### config.mk
export PLATFORM = sky130hd
export DESIGN_NAME = seven_seg_scanner
export DESIGN_NICKNAME = d
export VERILOG_FILES = /design/src/rtl/seven_seg_scanner.sv
export SDC_FILE = /design/constraint.sdc
export NUM_CORES = 1
export LEC_CHECK = 0
export ABC_AREA = 0
export BUFFER_PORTS_ARGS = -buffer_cell sky130_fd_sc_hd__buf_2
export CAP_MARGIN = 20
export CORE_MARGIN = 2
export CORE_UTILIZATION = 58
export CTS_BUF_LIST = sky130_fd_sc_hd__clkbuf_16
export CTS_CLUSTER_DIAMETER = 200
export DETAILED_ROUTE_END_ITERATION = 10
export PLACE_DENSITY = 0.91
export SLEW_MARGIN = 20
export SYNTH_ARGS = -nofsm -noshare
export SYNTH_HDL_FRONTEND = slang
export SYNTH_SLANG_ARGS = --single-unit
### constraint.sdc
create_clock -name clk -period 4.75 [get_ports clk]
set_clock_uncertainty 0.2 [all_clocks]
set_input_delay 0.475 -clock clk [delete_from_list [all_inputs] [get_ports clk]]
set_output_delay 0.475 -clock clk [all_outputs]
set_load 0.05 [all_outputs]
### src/rtl/seven_seg_scanner.sv
// Multiplexed N-digit seven-segment scanner: double-buffered hex display with
// leading-zero blanking, per-digit enable, decimal points and PWM brightness.
module seven_seg_scanner #(
    parameter int unsigned N_DIGITS   = 8,
    parameter int unsigned SCAN_DIV_W = 17,
    parameter int unsigned BRIGHT_W   = 4
) (
    input  logic                    clk,
    input  logic                    rst,
    input  logic [4*N_DIGITS-1:0]   data,
    input  logic [N_DIGITS-1:0]     dp_in,
    input  logic [N_DIGITS-1:0]     digit_en,
    input  logic                    load,
    input  logic                    blank_lz,
    input  logic [BRIGHT_W-1:0]     brightness,
    output logic [6:0]              SEG,
    output logic                    dp,
    output logic [N_DIGITS-1:0]     AN,
    output logic                    frame_done
);

    localparam int unsigned IDX_W  = (N_DIGITS > 1) ? $clog2(N_DIGITS) : 1;
    localparam int unsigned DATA_W = 4 * N_DIGITS;

    typedef struct packed {
        logic [DATA_W-1:0]   data;
        logic [N_DIGITS-1:0] dp;
        logic [N_DIGITS-1:0] en;
    } disp_buf_t;

    logic [SCAN_DIV_W-1:0] div_q, div_d;
    logic [IDX_W-1:0]      idx_q, idx_d;
    disp_buf_t             pend_q, pend_d;
    disp_buf_t             act_q, act_d;
    logic                  pend_valid_q, pend_valid_d;
    logic [6:0]            seg_q, seg_d;
    logic                  dp_q, dp_d;
    logic [N_DIGITS-1:0]   an_q, an_d;
    logic                  frame_done_q, frame_done_d;

    logic                  div_last, last_slot, frame_end;
    disp_buf_t             in_buf;
    logic [N_DIGITS-1:0]   blank_vec;
    logic                  zero_above;
    logic [3:0]            cur_nib;
    logic                  cur_dp, cur_en, cur_blank;
    logic [BRIGHT_W-1:0]   pwm_slice;
    logic                  pwm_on, lit;

    function automatic logic [6:0] hex_to_seg(input logic [3:0] nib);
        hex_to_seg = 7'h7F;
        case (nib)
            4'h0: hex_to_seg = 7'h40;
            4'h1: hex_to_seg = 7'h79;
            4'h2: hex_to_seg = 7'h24;
            4'h3: hex_to_seg = 7'h30;
            4'h4: hex_to_seg = 7'h19;
            4'h5: hex_to_seg = 7'h12;
            4'h6: hex_to_seg = 7'h02;
            4'h7: hex_to_seg = 7'h78;
            4'h8: hex_to_seg = 7'h00;
            4'h9: hex_to_seg = 7'h10;
            4'hA: hex_to_seg = 7'h08;
            4'hB: hex_to_seg = 7'h03;
            4'hC: hex_to_seg = 7'h46;
            4'hD: hex_to_seg = 7'h21;
            4'hE: hex_to_seg = 7'h06;
            4'hF: hex_to_seg = 7'h0E;
        endcase
    endfunction

    // Slot prescaler and digit index
    always_comb begin
        div_last  = &div_q;
        last_slot = (idx_q == IDX_W'(N_DIGITS - 1));
        frame_end = div_last && last_slot;
        div_d     = div_q + SCAN_DIV_W'(1);
        idx_d     = idx_q;
        if (div_last) begin
            idx_d = last_slot ? '0 : idx_q + IDX_W'(1);
        end
        frame_done_d = frame_end;
    end

    // Double buffer: pending collects loads, active swaps only at frame end
    always_comb begin
        in_buf.data  = data;
        in_buf.dp    = dp_in;
        in_buf.en    = digit_en;
        pend_d       = pend_q;
        pend_valid_d = pend_valid_q;
        act_d        = act_q;
        if (load) begin
            pend_d       = in_buf;
            pend_valid_d = 1'b1;
        end
        if (frame_end) begin
            if (load) begin
                act_d = in_buf;
            end else if (pend_valid_q) begin
                act_d = pend_q;
            end
            pend_valid_d = 1'b0;
        end
    end

    // Digit selection, leading-zero detection and segment/anode drive
    always_comb begin
        zero_above = 1'b1;
        blank_vec  = '0;
        for (int i = int'(N_DIGITS) - 1; i >= 0; i--) begin
            zero_above   = zero_above && (act_q.data[4*i +: 4] == 4'h0);
            blank_vec[i] = zero_above && (i != 0);
        end

        cur_nib   = 4'h0;
        cur_dp    = 1'b0;
        cur_en    = 1'b0;
        cur_blank = 1'b0;
        for (int i = 0; i < int'(N_DIGITS); i++) begin
            if (idx_q == IDX_W'(i)) begin
                cur_nib   = act_q.data[4*i +: 4];
                cur_dp    = act_q.dp[i];
                cur_en    = act_q.en[i];
                cur_blank = blank_lz && blank_vec[i];
            end
        end

        // div==0 keeps the anode dark for one cycle to avoid ghosting on slot change
        pwm_slice = div_q[SCAN_DIV_W-1 -: BRIGHT_W];
        pwm_on    = (&brightness) || (pwm_slice < brightness);
        lit       = cur_en && (div_q != '0) && pwm_on;

        seg_d = cur_blank ? 7'h7F : hex_to_seg(cur_nib);
        dp_d  = ~cur_dp;
        an_d  = '1;
        for (int i = 0; i < int'(N_DIGITS); i++) begin
            if (lit && (idx_q == IDX_W'(i))) begin
                an_d[i] = 1'b0;
            end
        end
    end

    always_ff @(posedge clk or posedge rst) begin
        if (rst) begin
            div_q        <= '0;
            idx_q        <= '0;
            pend_q       <= '0;
            act_q        <= '0;
            pend_valid_q <= 1'b0;
            seg_q        <= 7'h7F;
            dp_q         <= 1'b1;
            an_q         <= '1;
            frame_done_q <= 1'b0;
        end else begin
            div_q        <= div_d;
            idx_q        <= idx_d;
            pend_q       <= pend_d;
            act_q        <= act_d;
            pend_valid_q <= pend_valid_d;
            seg_q        <= seg_d;
            dp_q         <= dp_d;
            an_q         <= an_d;
            frame_done_q <= frame_done_d;
        end
    end

    assign SEG        = seg_q;
    assign dp         = dp_q;
    assign AN         = an_q;
    assign frame_done = frame_done_q;

endmodule

==> run metrics, run 1 <==
endpoints failing setup 0; clock latency at the later pin of the worst-skew pair 0.41 ns; crit path DAT 4.10 ns; Top FF cell, synth dfrtp_1; CTS tree yes; Seq pwr share 0.467; Avg Cell Area, Syn 12.80 um2; DR pass1 iterations 5; multiplexer share of the synthesized area 0.1758; Ports 73; worst slew pin tran 1.086 ns; cells after synthesis 487; post-DR wirelength/cell 18.29 um; Sink Count 134; Syn Nets 560; GRT Util Overall 0.2356; FF-to-FF Start idx_q[2]$_DFFE_PP0P_; Via density 5.877; fin. max-slew vios 0; run status completed; most frequent cells in the layout 118 x dfrtp_1, 92 x mux2_2, 72 x buf_2; post-route minimum period 3.968 ns; vias in the first global route 4,392; DIE AREA 11,600 um2; worst path required time 4.89 ns; final period utilization 0.8353; Die Y 107.7 um; largest family of logic cells by synthesized area multiplexers; critical path type flip-flop to flip-flop; FP Rows 37; CTS Buf Count 17; Max IR drop VDD 192.0 uV; combinational power share 0.047; Via Count 4,143; flops & latches, synth 134; Distinct cells, synth 66; synth warn 0; Final Hold Viols 0; Post-DRT Antenna Nets 0; FFs w/ async S/R, synth 1.000; Max-slew headroom 0.2760; number of DRC markers in iteration 0 255; drt drc 0; Post-synth EDFFs 0; Post-CTS Setup Bufs 0; drt total wl 12.89 mm; most common cell after layout, fill and taps aside dfrtp_1; crit path from idx_q[2]$_DFFE_PP0P_; total core area 10,370 um2; RSZ-0062 raised after global routing no; DP HPWL 8.653 mm; clock power share 0.486; complex-gate fraction of the synthesized area 0.09671; net count reported at finish 629; initial core utilization 0.6014; first-pass GRT wire length 21.09 mm; htree depth 4; Mapped Area 6236 um2; post-synth top area share 0.4735; Leak 3.401 nW; critical path launch point type flip-flop; dominant cells by area after synthesis dfrtp_1 47%, mux2_2 17%, dfstp_2 6.7%; post-synthesis adder-cell area fraction 0.03411; CTS resizes 0; Die Width 107.7 um; TNS Setup 0 ns; antenna violations before repair 0; P&R area growth vs syn 15.81%; fmax 0.2520 GHz; Yosys top cell by area dfrtp_1; CTS root buf clkbuf_16; hold-fix buffers at CTS 0; Pint 2.003 mW; Hold WS 0.04621 ns; sequential element share of the synthesized area 0.5409; Placed Instances 673; grt total ovfl 0; net switching power 550.5 uW; Design Area, Final 7222 um2; clk buf depth 2; max cap viols 0; Placer Congestion 0.8732; CP max FO 18; Post-Synth Simple-Gate Area 0.09611; crit end category flip-flop; placed inst area 6656 um2; pwr dens 353.6 nW/um2; xor/xnor share of the synthesized area 0.01966; largest net degree at the start of global routing 71; Worst-path clk slew 0.06 ns; layout cells sized above 1 0.4130; Worst Hold Class primary input to async pin; post-route insts no fill 705; I/O Buffers 72; # diodes 0; Net Sw Frac 0.2156
-- flip-flops by register name, indices dropped and copies added, names as in the netlist --
register / count
SEG: 7
pend_q: 48
act_q: 48
div_q: 17
dp: 1
pend_valid_q: 1
idx_q: 3
AN: 8
frame_done: 1
-- power groups by stage --
stage	combinational [mW]	sequential (mW)	clock, mW
after floorplan	0.0762	1.21	0
after global placement	0.115	1.21	0
after detailed placement	0.122	1.21	0
after CTS	0.123	1.19	1.26
after global routing	0.134	1.20	1.31
final	0.119	1.19	1.24
-- per-stage QoR --
step	power [mW]	setup WS [ns]	util
2_1_floorplan	1.285	0.5187	-
3_3_place_gp	1.326	1.086	0.6419
3_5_place_dp	1.335	0.8514	0.6419
4_1_cts	2.577	0.8361	0.6964
5_1_grt	2.639	0.5650	0.6964
6_report	2.554	0.7822	0.6964
-- routing by layer --
| layer | global-route usage | routed length [um] | vias to the layer above |
|---|---|---|---|
| met4 | 0.08516 | 262 | 0 |
| met3 | 0.05266 | 738 | 30 |
| met5 | 0 | 0 | - |
| li1 | - | - | 1886 |
| met1 | 0.3043 | 5398 | 2070 |
| met2 | 0.3913 | 6495 | 157 |
-- cell families (layout without fill, tap and decap cells) --
kind of cell / Yosys count / in the layout
flip-flops: 134 / 134
AO/OA/AOI/OAI: 71 / 71
adder cells (fa/ha/maj): 17 / 17
multiplexers: 98 / 98
AND/OR/NAND/NOR: 107 / 107
XOR/XNOR: 14 / 14
buffers and inverters: 46 / 128
-- critical path, stage by stage, from the launching register on --
cell	delay, ns
dfrtp_1	0.75
inv_1	0.40
ha_1	0.53
and2b_1	0.27
and2_1	0.15
o32ai_1	0.12
a2bb2oi_1	0.16
o31ai_4	0.34
inv_1	0.17
ha_1	0.27
mux2_2	0.28
o22ai_1	0.15
nand2_1	0.08
-- final cells by class --
cell class                 instances  area [um2]
inverter                          20       77.57
multi-input combinational        307        2645
fill                             711        3148
timing repair buffer              76       390.4
sequential                       134        3373
clock inverter                    15       140.1
clock buffer                      17       425.4
tap                              136       170.2
-- final timing paths --
path / end / slack [ns] / cells after the start
min: pend_q[1]$_DFFE_PP0P_ / 0.05 / 2
min reg2reg: dp$_DFF_PP1_ / 0.23 / 1
max: SEG[3]$_DFF_PP1_ / 0.78 / 12
max in group asynchronous: AN[4]$_DFF_PP1_ / 3.32 / 3
max reg2reg: SEG[3]$_DFF_PP1_ / 0.78 / 12
min in group clk: pend_q[30]$_DFFE_PP0P_ / 0.12 / 2
-- cells in the mapped netlist (3+ instances only) --
library cell / count
dfrtp_1: 118
mux2_2: 92
a21oi_1: 21
inv_1: 19
ha_1: 17
nand2_1: 17
nor2_1: 17
dfstp_2: 16
buf_2: 12
nand3_1: 11
nand4_1: 10
nor4_1: 10
xnor2_1: 10
nor2b_1: 9
a21o_1: 7
and3_1: 7
mux2i_1: 6
buf_4: 5
nand2b_1: 5
a221oi_1: 4
and2_1: 4
nand3b_1: 4
o21ai_0: 4
xor2_1: 4
buf_1: 3
buf_6: 3
clkbuf_1: 3
nor3_1: 3
o22ai_1: 3
Power figures use the tool's default switching activity.
==> run 2, diff against run 1 <==
--- a/config.mk
+++ b/config.mk
@@ -5,7 +5,7 @@
 export SDC_FILE = /design/constraint.sdc
 export NUM_CORES = 1
 export LEC_CHECK = 0
-export ABC_AREA = 0
+export ABC_AREA = 1
 export BUFFER_PORTS_ARGS = -buffer_cell sky130_fd_sc_hd__buf_2
 export CAP_MARGIN = 20
 export CORE_MARGIN = 2
@@ -13,7 +13,7 @@
 export CTS_BUF_LIST = sky130_fd_sc_hd__clkbuf_16
 export CTS_CLUSTER_DIAMETER = 200
 export DETAILED_ROUTE_END_ITERATION = 10
-export PLACE_DENSITY = 0.91
+export PLACE_DENSITY = 0.92
 export SLEW_MARGIN = 20
 export SYNTH_ARGS = -nofsm -noshare
 export SYNTH_HDL_FRONTEND = slang
==> constraint.sdc (replaced) <==
create_clock -name clk -period 4 [get_ports clk]
set_clock_uncertainty 0.2 [all_clocks]
set_input_delay 0.4 -clock clk [delete_from_list [all_inputs] [get_ports clk]]
set_output_delay 0.4 -clock clk [all_outputs]
set_load 0.05 [all_outputs]
==> run metrics, run 2 <==
run status completed; endpoints failing setup 0; hold depth 3; number of DRC markers in iteration 0 347; PnR worst setup slack 0.4801 ns; drt drc 0; clock latency at the later pin of the worst-skew pair 0.42 ns; worst slew pin tran 0.8594 ns; Distinct cells, synth 40; worst reg2reg endpoint act_q[45]$_DFFE_PP0P_; CP max FO 74; cells after synthesis 710; Post-Route Utilization 0.7011; Die Width 106.4 um; worst path required time 4.13 ns; TNS Setup 0 ns; Max IR drop VDD 275.7 uV; DIE AREA 11,320 um2; Pwr Total 3.101 mW; dominant cells by area after synthesis dfrtp_1 49%, nand2_1 16%, dfstp_2 6.9%; crit path DAT 3.65 ns; sequential element share of the synthesized area 0.5546; DP HPWL 8.968 mm; Sink Count 134; reg2reg path depth 13; net count reported at finish 863; drt total wl 13.53 mm; Final Hold Viols 0; Syn Nets 783; hold-fix buffers at CTS 6; Hold Path Origin data[6]; CTS Buf Count 17; Avg Cell Area, Syn 8.566 um2; Die Y 106.4 um; most frequent cell after synthesis nand2_1; pwr dens 432.3 nW/um2; DR pass1 iterations 5; crit end category flip-flop; P&R area growth vs syn 17.94%; flops & latches, synth 134; htree depth 4; layout cells sized above 1 0.1793; synth warn 0; post-DR wirelength/cell 14.41 um; final period utilization 0.8800; pre-CTS setup slack 0.6458 ns; I/O Buffers 72; FF-to-FF setup slack 0.48 ns; Top Registers act_q: 48 flops, pend_q: 48 flops, div_q: 17 flops; Worst Hold Class primary input to flip-flop; total core area 10,230 um2; post-synth top area share 0.4855; clk buf depth 2; Worst-path clk slew 0.06 ns; Top FF cell, synth dfrtp_1; fmax 0.2841 GHz; vias in the first global route 4,837; Max-slew headroom 0.4259; # diodes 0; antenna violations before repair 0; CTS resizes 0; Leak 3.715 nW; FP Rows 37; critical path launch point type flip-flop; CTS tree yes; Hold WS 0.006274 ns; Post-synth EDFFs 0; most frequent cells in the layout 253 x nand2_1, 118 x dfrtp_1, 72 x buf_2; critical path type flip-flop to flip-flop; CTS root buf clkbuf_16; Yosys top cell by area dfrtp_1; synth cell count leaders 253 x nand2_1, 118 x dfrtp_1, 66 x inv_1; Mapped Area 6082 um2; post-route minimum period 3.520 ns; initial core utilization 0.5945; largest net degree at the start of global routing 75; GRT Util Overall 0.2580; Ports 73; most common cell after layout, fill and taps aside nand2_1; Via density 5.356; fin. max-slew vios 0; RSZ-0062 raised after global routing no; hold endpoint pend_q[22]$_DFFE_PP0P_; first-pass GRT wire length 22.54 mm; FFs w/ async S/R, synth 1.000; max cap viols 0; Placer Congestion 0.8941; Post-DRT Antenna Nets 0; crit path from div_q[1]$_DFF_PP0_; FF-to-FF Start div_q[1]$_DFF_PP0_; grt total ovfl 0; Via Count 5,029; Post-CTS Setup Bufs 0
==> run 2: changes by cell type after synthesis, sizes merged, moves of 8 or more <==
cell | before | now
a31oi | 1 | 22
buf | 23 | 9
clkbuf | 3 | 15
inv | 20 | 67
mux2 | 92 | 0
nand2 | 17 | 260
nand3 | 11 | 49
nand4 | 10 | 2
nor2 | 17 | 42
nor2b | 9 | 0
o21ai | 6 | 41
xnor2 | 10 | 2
==> run 2: cell type report <==
class	count	area, um2
Multi-Input combinational cell	480	2327
Timing Repair Buffer	85	485.5
Clock buffer	17	425.4
Inverter	72	282.8
Clock inverter	15	108.9
Fill cell	766	3058
Sequential cell	134	3373
Tap cell	136	170.2
==> run 2: kinds of logic (layout without fill, tap and decap cells) <==
family	count (synthesis)	in the layout	share of synthesized area
adder cells (fa/ha/maj)	17	17	0.03497
buffers and inverters	96	189	0.06459
flip-flops	134	134	0.5546
AND/OR/NAND/NOR	365	365	0.2491
AO/OA/AOI/OAI	86	86	0.07941
XOR/XNOR	12	12	0.01728
==> run 2: where the power goes <==
part           switching, mW  internal [mW]  total (mW)
combinational          0.168         0.0805       0.249
clock                  0.597          0.790        1.39
sequential            0.0302           1.44        1.47
==> run 2: worst max-delay path, stage by stage, from the launching register on <==
cell     delay, ns
dfrtp_1       0.37
ha_1          0.21
nand3_1       0.12
nor3_1        0.25
nand3_1       0.16
nor2_1        0.15
nand3_1       0.15
nor4b_1       0.31
ha_1          0.35
nand2_1       0.15
a21oi_4       0.15
buf_4         0.53
nor2_1        0.11
a31oi_1       0.20
==> run 2: metal layers <==
layer / global-route usage / part of all wire
met2: 0.4130 / 0.49
met1: 0.3322 / 0.43
met5: 0 / 0
met4: 0.1335 / 0.028
met3: 0.05579 / 0.049
==> run 2: stage by stage <==
stage	instances	cell area, um2
4_1_cts	939	7173
3_3_place_gp	901	6579
6_report	939	7173
3_5_place_dp	901	6579
5_1_grt	939	7173
2_1_floorplan	710	6086
==> run 2: how the worst max path moves through the flow <==
stage,to,slack (ns),cells after the start
global route,act_q[45]$_DFFE_PP0P_,0.20,13
finish,act_q[45]$_DFFE_PP0P_,0.48,13
detailed placement,act_q[31]$_DFFE_PP0P_,0.65,12
global placement,act_q[36]$_DFFE_PP0P_,0.81,12
CTS,act_q[45]$_DFFE_PP0P_,0.49,13
floorplan,act_q[15]$_DFFE_PP0P_,0.98,13
